`src/rtl/debouncer_multi.sv`:
```
// debouncer_multi: N-channel push-button conditioner.
// Each channel has a 2-FF synchroniser, a stability counter that flips the held
// level after STABLE_CYCLES differing cycles, one-cycle press/release pulses and
// an optional auto-repeat pulse generator while the button stays held.
module debouncer_multi #(
    parameter int unsigned NUM_CH        = 5,
    parameter int unsigned CNT_W         = 27,
    parameter int unsigned STABLE_CYCLES = 24'hFFFFFF,
    parameter int unsigned REPEAT_EN     = 0,
    parameter int unsigned REPEAT_DELAY  = 50_000_000,
    parameter int unsigned REPEAT_PERIOD = 10_000_000
) (
    input  logic              clk,
    input  logic              reset,
    input  logic [NUM_CH-1:0] button_in,
    output logic [NUM_CH-1:0] button_level,
    output logic [NUM_CH-1:0] press_pulse,
    output logic [NUM_CH-1:0] release_pulse,
    output logic [NUM_CH-1:0] repeat_pulse
);

    localparam logic [CNT_W-1:0] STABLE_MAX = CNT_W'(STABLE_CYCLES);

    typedef enum logic [1:0] {
        RPT_IDLE,
        RPT_DELAY,
        RPT_REPEAT
    } rpt_state_t;

    logic [NUM_CH-1:0] sync_p0;
    logic [NUM_CH-1:0] sync_p1;
    logic [NUM_CH-1:0] flip;

    // Stage p0/p1: two-flop synchroniser for the raw, asynchronous buttons
    always_ff @(posedge clk or posedge reset) begin
        if (reset) begin
            sync_p0 <= '0;
            sync_p1 <= '0;
        end else begin
            sync_p0 <= button_in;
            sync_p1 <= sync_p0;
        end
    end

    for (genvar i = 0; i < NUM_CH; i++) begin : g_ch
        logic [CNT_W-1:0] stab_cnt;
        logic             level_r;
        logic             press_r;
        logic             release_r;

        // The counter holds STABLE_MAX for one cycle only after that many
        // consecutive differing samples; that cycle commits the level flip.
        assign flip[i] = (stab_cnt == STABLE_MAX);

        // Stability counter, held level and press/release pulses for this channel
        always_ff @(posedge clk or posedge reset) begin
            if (reset) begin
                stab_cnt  <= '0;
                level_r   <= 1'b0;
                press_r   <= 1'b0;
                release_r <= 1'b0;
            end else begin
                press_r   <= flip[i] && !level_r;
                release_r <= flip[i] && level_r;
                if (flip[i]) begin
                    level_r  <= ~level_r;
                    stab_cnt <= '0;
                end else if (sync_p1[i] != level_r) begin
                    stab_cnt <= stab_cnt + 1'b1;
                end else begin
                    stab_cnt <= '0;
                end
            end
        end

        assign button_level[i]  = level_r;
        assign press_pulse[i]   = press_r;
        assign release_pulse[i] = release_r;

        if (REPEAT_EN != 0) begin : g_rpt
            localparam logic [CNT_W-1:0] DELAY_LAST  = CNT_W'(REPEAT_DELAY - 1);
            localparam logic [CNT_W-1:0] PERIOD_LAST = CNT_W'(REPEAT_PERIOD - 1);

            rpt_state_t       state_q;
            rpt_state_t       state_d;
            logic [CNT_W-1:0] rcnt_q;
            logic [CNT_W-1:0] rcnt_d;
            logic             rpt_q;
            logic             rpt_d;
            logic             rise;
            logic             fall;

            // Rise/fall are taken from the flip decision so the repeat machine
            // sees a release on the same edge and never pulses on it.
            assign rise = flip[i] && !level_r;
            assign fall = flip[i] && level_r;

            // Repeat state, counter and registered repeat pulse
            always_ff @(posedge clk or posedge reset) begin
                if (reset) begin
                    state_q <= RPT_IDLE;
                    rcnt_q  <= '0;
                    rpt_q   <= 1'b0;
                end else begin
                    state_q <= state_d;
                    rcnt_q  <= rcnt_d;
                    rpt_q   <= rpt_d;
                end
            end

            // Next-state logic: initial delay after press, then periodic repeats
            always_comb begin
                state_d = state_q;
                rcnt_d  = rcnt_q;
                rpt_d   = 1'b0;
                unique case (state_q)
                    RPT_IDLE: begin
                        if (rise) begin
                            state_d = RPT_DELAY;
                            rcnt_d  = '0;
                        end
                    end
                    RPT_DELAY: begin
                        if (fall) begin
                            state_d = RPT_IDLE;
                            rcnt_d  = '0;
                        end else if (rcnt_q == DELAY_LAST) begin
                            state_d = RPT_REPEAT;
                            rcnt_d  = '0;
                            rpt_d   = 1'b1;
                        end else begin
                            rcnt_d = rcnt_q + 1'b1;
                        end
                    end
                    RPT_REPEAT: begin
                        if (fall) begin
                            state_d = RPT_IDLE;
                            rcnt_d  = '0;
                        end else if (rcnt_q == PERIOD_LAST) begin
                            rcnt_d = '0;
                            rpt_d  = 1'b1;
                        end else begin
                            rcnt_d = rcnt_q + 1'b1;
                        end
                    end
                    default: begin
                        state_d = RPT_IDLE;
                        rcnt_d  = '0;
                    end
                endcase
            end

            assign repeat_pulse[i] = rpt_q;
        end else begin : g_no_rpt
            assign repeat_pulse[i] = 1'b0;
        end
    end

endmodule

```
`config.mk`:
```
export PLATFORM = sky130hd
export DESIGN_NAME = debouncer_multi
export DESIGN_NICKNAME = d
export VERILOG_FILES = /design/src/rtl/debouncer_multi.sv
export SDC_FILE = /design/constraint.sdc
export NUM_CORES = 1
export LEC_CHECK = 0
export CAP_MARGIN = 30
export CORE_MARGIN = 5
export CORE_UTILIZATION = 52
export CTS_CLUSTER_SIZE = 16
export DETAILED_ROUTE_END_ITERATION = 10
export PLACE_DENSITY_LB_ADDON = 0.2
export SKIP_CTS_REPAIR_TIMING = 1
export SLEW_MARGIN = 20
export SYNTH_ARGS = -nofsm -noshare
export SYNTH_HDL_FRONTEND = slang
export SYNTH_SLANG_ARGS = --single-unit
```
`constraint.sdc`:
```
create_clock -name clk -period 6.4 [get_ports clk]
set_input_delay 1.28 -clock clk [delete_from_list [all_inputs] [get_ports clk]]
set_output_delay 1.28 -clock clk [all_outputs]
set_load 0.1 [all_outputs]
```
* Word level (Yosys, flattened, before mapping) *
Index checks and enable logic that the tools add are counted.

word-level totals
  register bits after elaboration = 160
  input bits = 7
  output and inout bits = 20
  word-level logic and storage cells = 67

operators by class
  add/subtract/negate cells = 5
  eq/ne operators = 10
  muxes and demuxes = 10
  bitwise logic cells = 5
  reductions and logical operators = 15

operators with widths
  operator                 number
  $mux W27                 10
  $add A27 B1 Y27 const B  5
  $eq A27 B24 Y1 const B   5
  $logic_and A1 B1 Y1      10
  $logic_not A1 Y1         5
  $ne A1 B1 Y1             5
  $not A1 Y1               5

* Longest topological paths before layout *
  word-level depth = 3
  mapped depth = 7
  mapped depth without buffers = 5

* Worst setup path before layout *
OpenSTA, ideal clock, no wires.

  path kind = register to register
  from = register g_ch[1].stab_cnt[9]
  to = register g_ch[1].stab_cnt[12]
  data arrival time = 1,989 ps
  required time = 6,281 ps
  path slack = 4,292 ps
  cell stages (with the launch flop) = 7
  period minus slack after synthesis = 2,108 ps
  path through = dfrtp_1 > nand4_2 > or4_1 > buf_6 > o41ai_4 > buf_6 > nor2_1

on the way
  word-level cells in the longest chain between the ends = 3

RTL lines
  element                 line  source
  from (decl)             46    logic [CNT_W-1:0] stab_cnt;
  from (signal assigned)  69    stab_cnt <= stab_cnt + 1'b1;
  $add A27 B1 Y27         69
  $mux W27                68    end else if (sync_p1[i] != level_r) begin
  $mux W27 (*)            65    if (flip[i]) begin

Mark *: on every way between the ends. The rest lies on a longest branch, timed or not.
A chain may end at the register's enable or synchronous reset.

* Worst setup path after layout *
  from = register g_ch[2].level_r
  to = output button_level[2]

RTL lines
  element                 line  source
  from (decl)             47    logic level_r;
  from (signal assigned)  66    level_r <= ~level_r;
  to (decl)               16    output logic [NUM_CH-1:0] button_level,

No word-level cell between the ends.

==> metrics list <==
- Clock transition time at the flip-flop clock pins of the worst setup and hold paths: 60 ps
* Number of antenna repair diodes: 0
- The run finished with clean final reports.
- Height of the die: 134 um
- Wire length of the first global-routing pass: ~27000 um
- Measured against its own limit, the worst slew margin works out to between 30% and 40%.
* Core box area: 15100 um^2
* Number of flops mapped to enable cells by yosys: 0
- Width of the die: between 100 and 150 um
- Setup slack after layout: 3050 ps
* Setup repair after global routing missed its margin: no
- Post-synth top area share: 50.4%
* Root Buffer: clkbuf_16
- Timing would allow up to 298 MHz.
* Iteration-0 DRC Markers: 353
- Worst Path Required: 5120 ps
- Post-Synthesis Mean Instance Area: between 9 and 10 um^2
- Count of final max-slew check failures: 0
- Routability-driven placement finished with a final weighted congestion of 0.814.
* Number of nets with antenna violations after detailed routing: 0
- Number of instances in the synthesized netlist: approximately 800
- Clock buffers created by TritonCTS: 17
* Worst setup path class: flip-flop to primary output
- For this design, the slowest cell found on the critical path is clkdlybuf4s50_1.
- Most frequently used flop master after synthesis: dfrtp_1
- The design draws 2.16 mW.
- At the end of the flow, the number of nets in the layout was 822.
- Netlist area before placement: 7940 um^2
- Power spread over the standard cell area amounts to 245 nW/um^2.
- The initialized floorplan defines 45 standard-cell rows.
- TritonCTS built the clock tree.
- Register area share after synthesis: between 50% and 60%
- For this configuration, the core starts out at a cell density of 52.6%.
- Unique cell type count in the Yosys netlist: 39
- Number of clock sinks: 160
- Counting flops and latches in the post-synthesis netlist gives between 150 and 200.
- Area of the die: 17800 um^2
- Post-Route M1 WL: 7190 um
- Area growth syn-to-layout: 11.0%
- Number of global-route vias before repair: 5905
- In this run the worst path has a maximum fanout of 6.
- Hold WS: 348 ps
- Leading post-synthesis cells by cell area: dfrtp_1 (50%), xnor2_1 (5.2%), or4_1 (4.4%)
* Routed met3 length: a little under 500 um
* Largest area contributor in the synthesized netlist: dfrtp_1
- The detailed router used layers up to and including met4.
* Worst path arrival time: 2070 ps
- Dividing the detail-routed via count by the number of cells gives 5.91.
- For the worst-skew pair, the clock arrives at the later sink with an insertion delay of 430 ps.
- Setup violations remaining at the end of the flow were counted as 0.
- Number of port buffers: 21
* Yosys warning total: 0
- Crit end category: primary output
* Type of the most critical hold path: flip-flop to flip-flop
- Shortest clock period the worst path allows after layout: 3350 ps
* Critical Path Max Stage Delay: 1180 ps
- Global routing used 18.5% of the available tracks.
- Across the routed clock network, the largest skew measured is between 6 and 7 ps.
- After detailed routing, the total wire length is 15600 um.
- After layout, the worst path uses between 50% and 60% of the clock period.
- The signal on the critical path passes through clkdlybuf4s50_1.
- Max-cap violations in this run came to 0.
- Summing over every cut layer, the via total after detailed routing is roughly 6k.
- Ys async rst share: 100%
- The initial antenna violation count came to 0.
- Across the whole layout, storage elements account for 4000 um^2.
* Wirelength per Cell: 15.5 um
- At the pin with the least slew margin, the transition time is 972 ps.
- Total global routing overflow: 0
- Prior to clock tree synthesis, the placed netlist has a worst setup slack of 3320 ps.
- Clk buf depth: 2
- On the critical path the largest part of the delay comes from buffers and inverters.
* CTS H-tree lvls: 4
* I/O pin count: 27
- Startpoint types: flip-flop
- Hold violation total from the final report: 0
- Count of placed standard cells in the final layout, fillers left out: slightly above 1k
- In the final layout, the share of cells above drive strength 1 is 6.44%.
- Number of search-and-repair iterations in the first detailed-routing pass: 5
- After legalization and detailed placement, the total HPWL measured 10400 um.
- Setup total negative slack on the finished layout was measured at 0 ps.
* Inst Count DP: just under 1k
- The number of buffers and inverters on the critical path is 1.
- VDD sags by at most 0.191 mV.
- Fill cells in the final layout number approximately 1.3k.
- DRC viols: 0
- Detailed routing placed a total of 7690 um of wire on met2.
- Summing all multi-input logic gate instances after layout gives 3570 um^2.
- Entering global routing, the biggest net connects 71 pins.
- In this run the static leakage power is 3.41 nW.
==> worst paths after layout <==
path	depth (start not counted)	start	slack, ps	to
worst max-delay path	1	g_ch[2].level_r$_DFFE_PP0N_	3050	button_level[2]
worst min-delay path	0	sync_p0[2]$_DFF_PP0_	350	sync_p1[2]$_DFF_PP0_
worst max register to register	6	g_ch[0].stab_cnt[0]$_DFF_PP0_	3800	g_ch[0].level_r$_DFFE_PP0N_
worst min register to register	0	sync_p0[2]$_DFF_PP0_	350	sync_p1[2]$_DFF_PP0_
max in group asynchronous	4	reset	3840	g_ch[2].stab_cnt[4]$_DFF_PP0_
min in group asynchronous	2	reset	1280	g_ch[4].press_r$_DFF_PP0_
==> sequential cells by signal, summed over array words and instances, names as in the netlist <==
signal,cells
g_ch.stab_cnt,135
g_ch.level_r,5
g_ch.press_r,5
g_ch.release_r,5
sync_p0,5
sync_p1,5
==> per-stage QoR <==
| step | cell area, um^2 | utilization [%] |
|---|---|---|
| 3_5_place_dp | 8180 | 54.2 |
| 4_1_cts | 8800 | 58.3 |
| 5_1_grt | 8810 | 58.4 |
| 2_1_floorplan | 7950 | - |
| 6_report | 8810 | 58.4 |
| 3_3_place_gp | 8150 | 54.0 |
==> layer usage <==
metal	GRT usage (%)	up-vias
met1	24.1	2927
met4	7.03	0
met3	3.93	19
li1	-	2950
met2	30.6	83
met5	0	-
==> where the power goes <==
group | internal [mW] | switching [mW]
logic | 0.0174 | 0.0541
registers | 1.02 | 0.0104
clock network | 0.651 | 0.406
total | 1.69 | 0.470
==> layout make-up <==
| class | instances | share of cell area [%] |
|---|---|---|
| inverter | 26 | 1.16 |
| sequential | 160 | 45.5 |
| timing repair buffer | 27 | 3.13 |
| multi-input combinational | 578 | 40.5 |
| tap | 188 | 2.67 |
| clock buffer | 18 | 4.87 |
| clock inverter | 14 | 2.17 |
==> cells in the final DEF (no fill, tap or decap), types with 2 or more instances in the layout <==
| master | instances |
|---|---|
| dfrtp_1 | 160 |
| nor2_1 | 81 |
| a21oi_1 | 52 |
| nand3_1 | 50 |
| or4_1 | 47 |
| xnor2_1 | 46 |
| nand2_1 | 39 |
| o31ai_1 | 36 |
| nand4_1 | 34 |
| xor2_1 | 28 |
| nor3_1 | 27 |
| inv_1 | 25 |
| or3_1 | 24 |
| o21ai_0 | 23 |
| clkdlybuf4s50_1 | 21 |
| nor4_1 | 17 |
| clkbuf_16 | 17 |
| and4_1 | 12 |
| and3_1 | 11 |
| and2_1 | 8 |
| a211oi_1 | 8 |
| or2_2 | 5 |
| ha_1 | 5 |
| conb_1 | 5 |
| buf_4 | 5 |
| clkinvlp_4 | 4 |
| bufinv_16 | 4 |
| clkinv_4 | 3 |
| clkinv_2 | 3 |
| nand4_2 | 2 |
| o21bai_1 | 2 |
| a31oi_1 | 2 |
| a41o_1 | 2 |
| a31o_2 | 2 |
==> cell families (layout without fill, tap and decap cells) <==
group | Yosys count | after routing | synth area share [%]
other cells | 1 | 5 | 0.0472
flops | 160 | 160 | 50.4
xor+xnor | 75 | 75 | 8.28
compound gates | 130 | 130 | 10.3
simple gates | 363 | 363 | 25.2
fa+ha+maj | 5 | 5 | 0.788
buf+inv | 79 | 85 | 4.93
==> cell usage after synthesis (5+ instances only) <==
master and instances:
xnor2_1 47, buf_4 20, nor4_1 17, a21oi_1 52
and3_1 11, and4_1 12, and2_1 8, nand2_1 39
dfrtp_1 160, clkbuf_1 27, o21ai_0 23, nor2_1 81
nor3_1 27, o31ai_1 37, or2_2 5, nand3_1 50
or4_1 47, ha_1 5, nand4_1 34, xor2_1 28
or3_1 24, inv_1 26, a211oi_1 8
No activity file was read; power rests on OpenSTA's default activity.
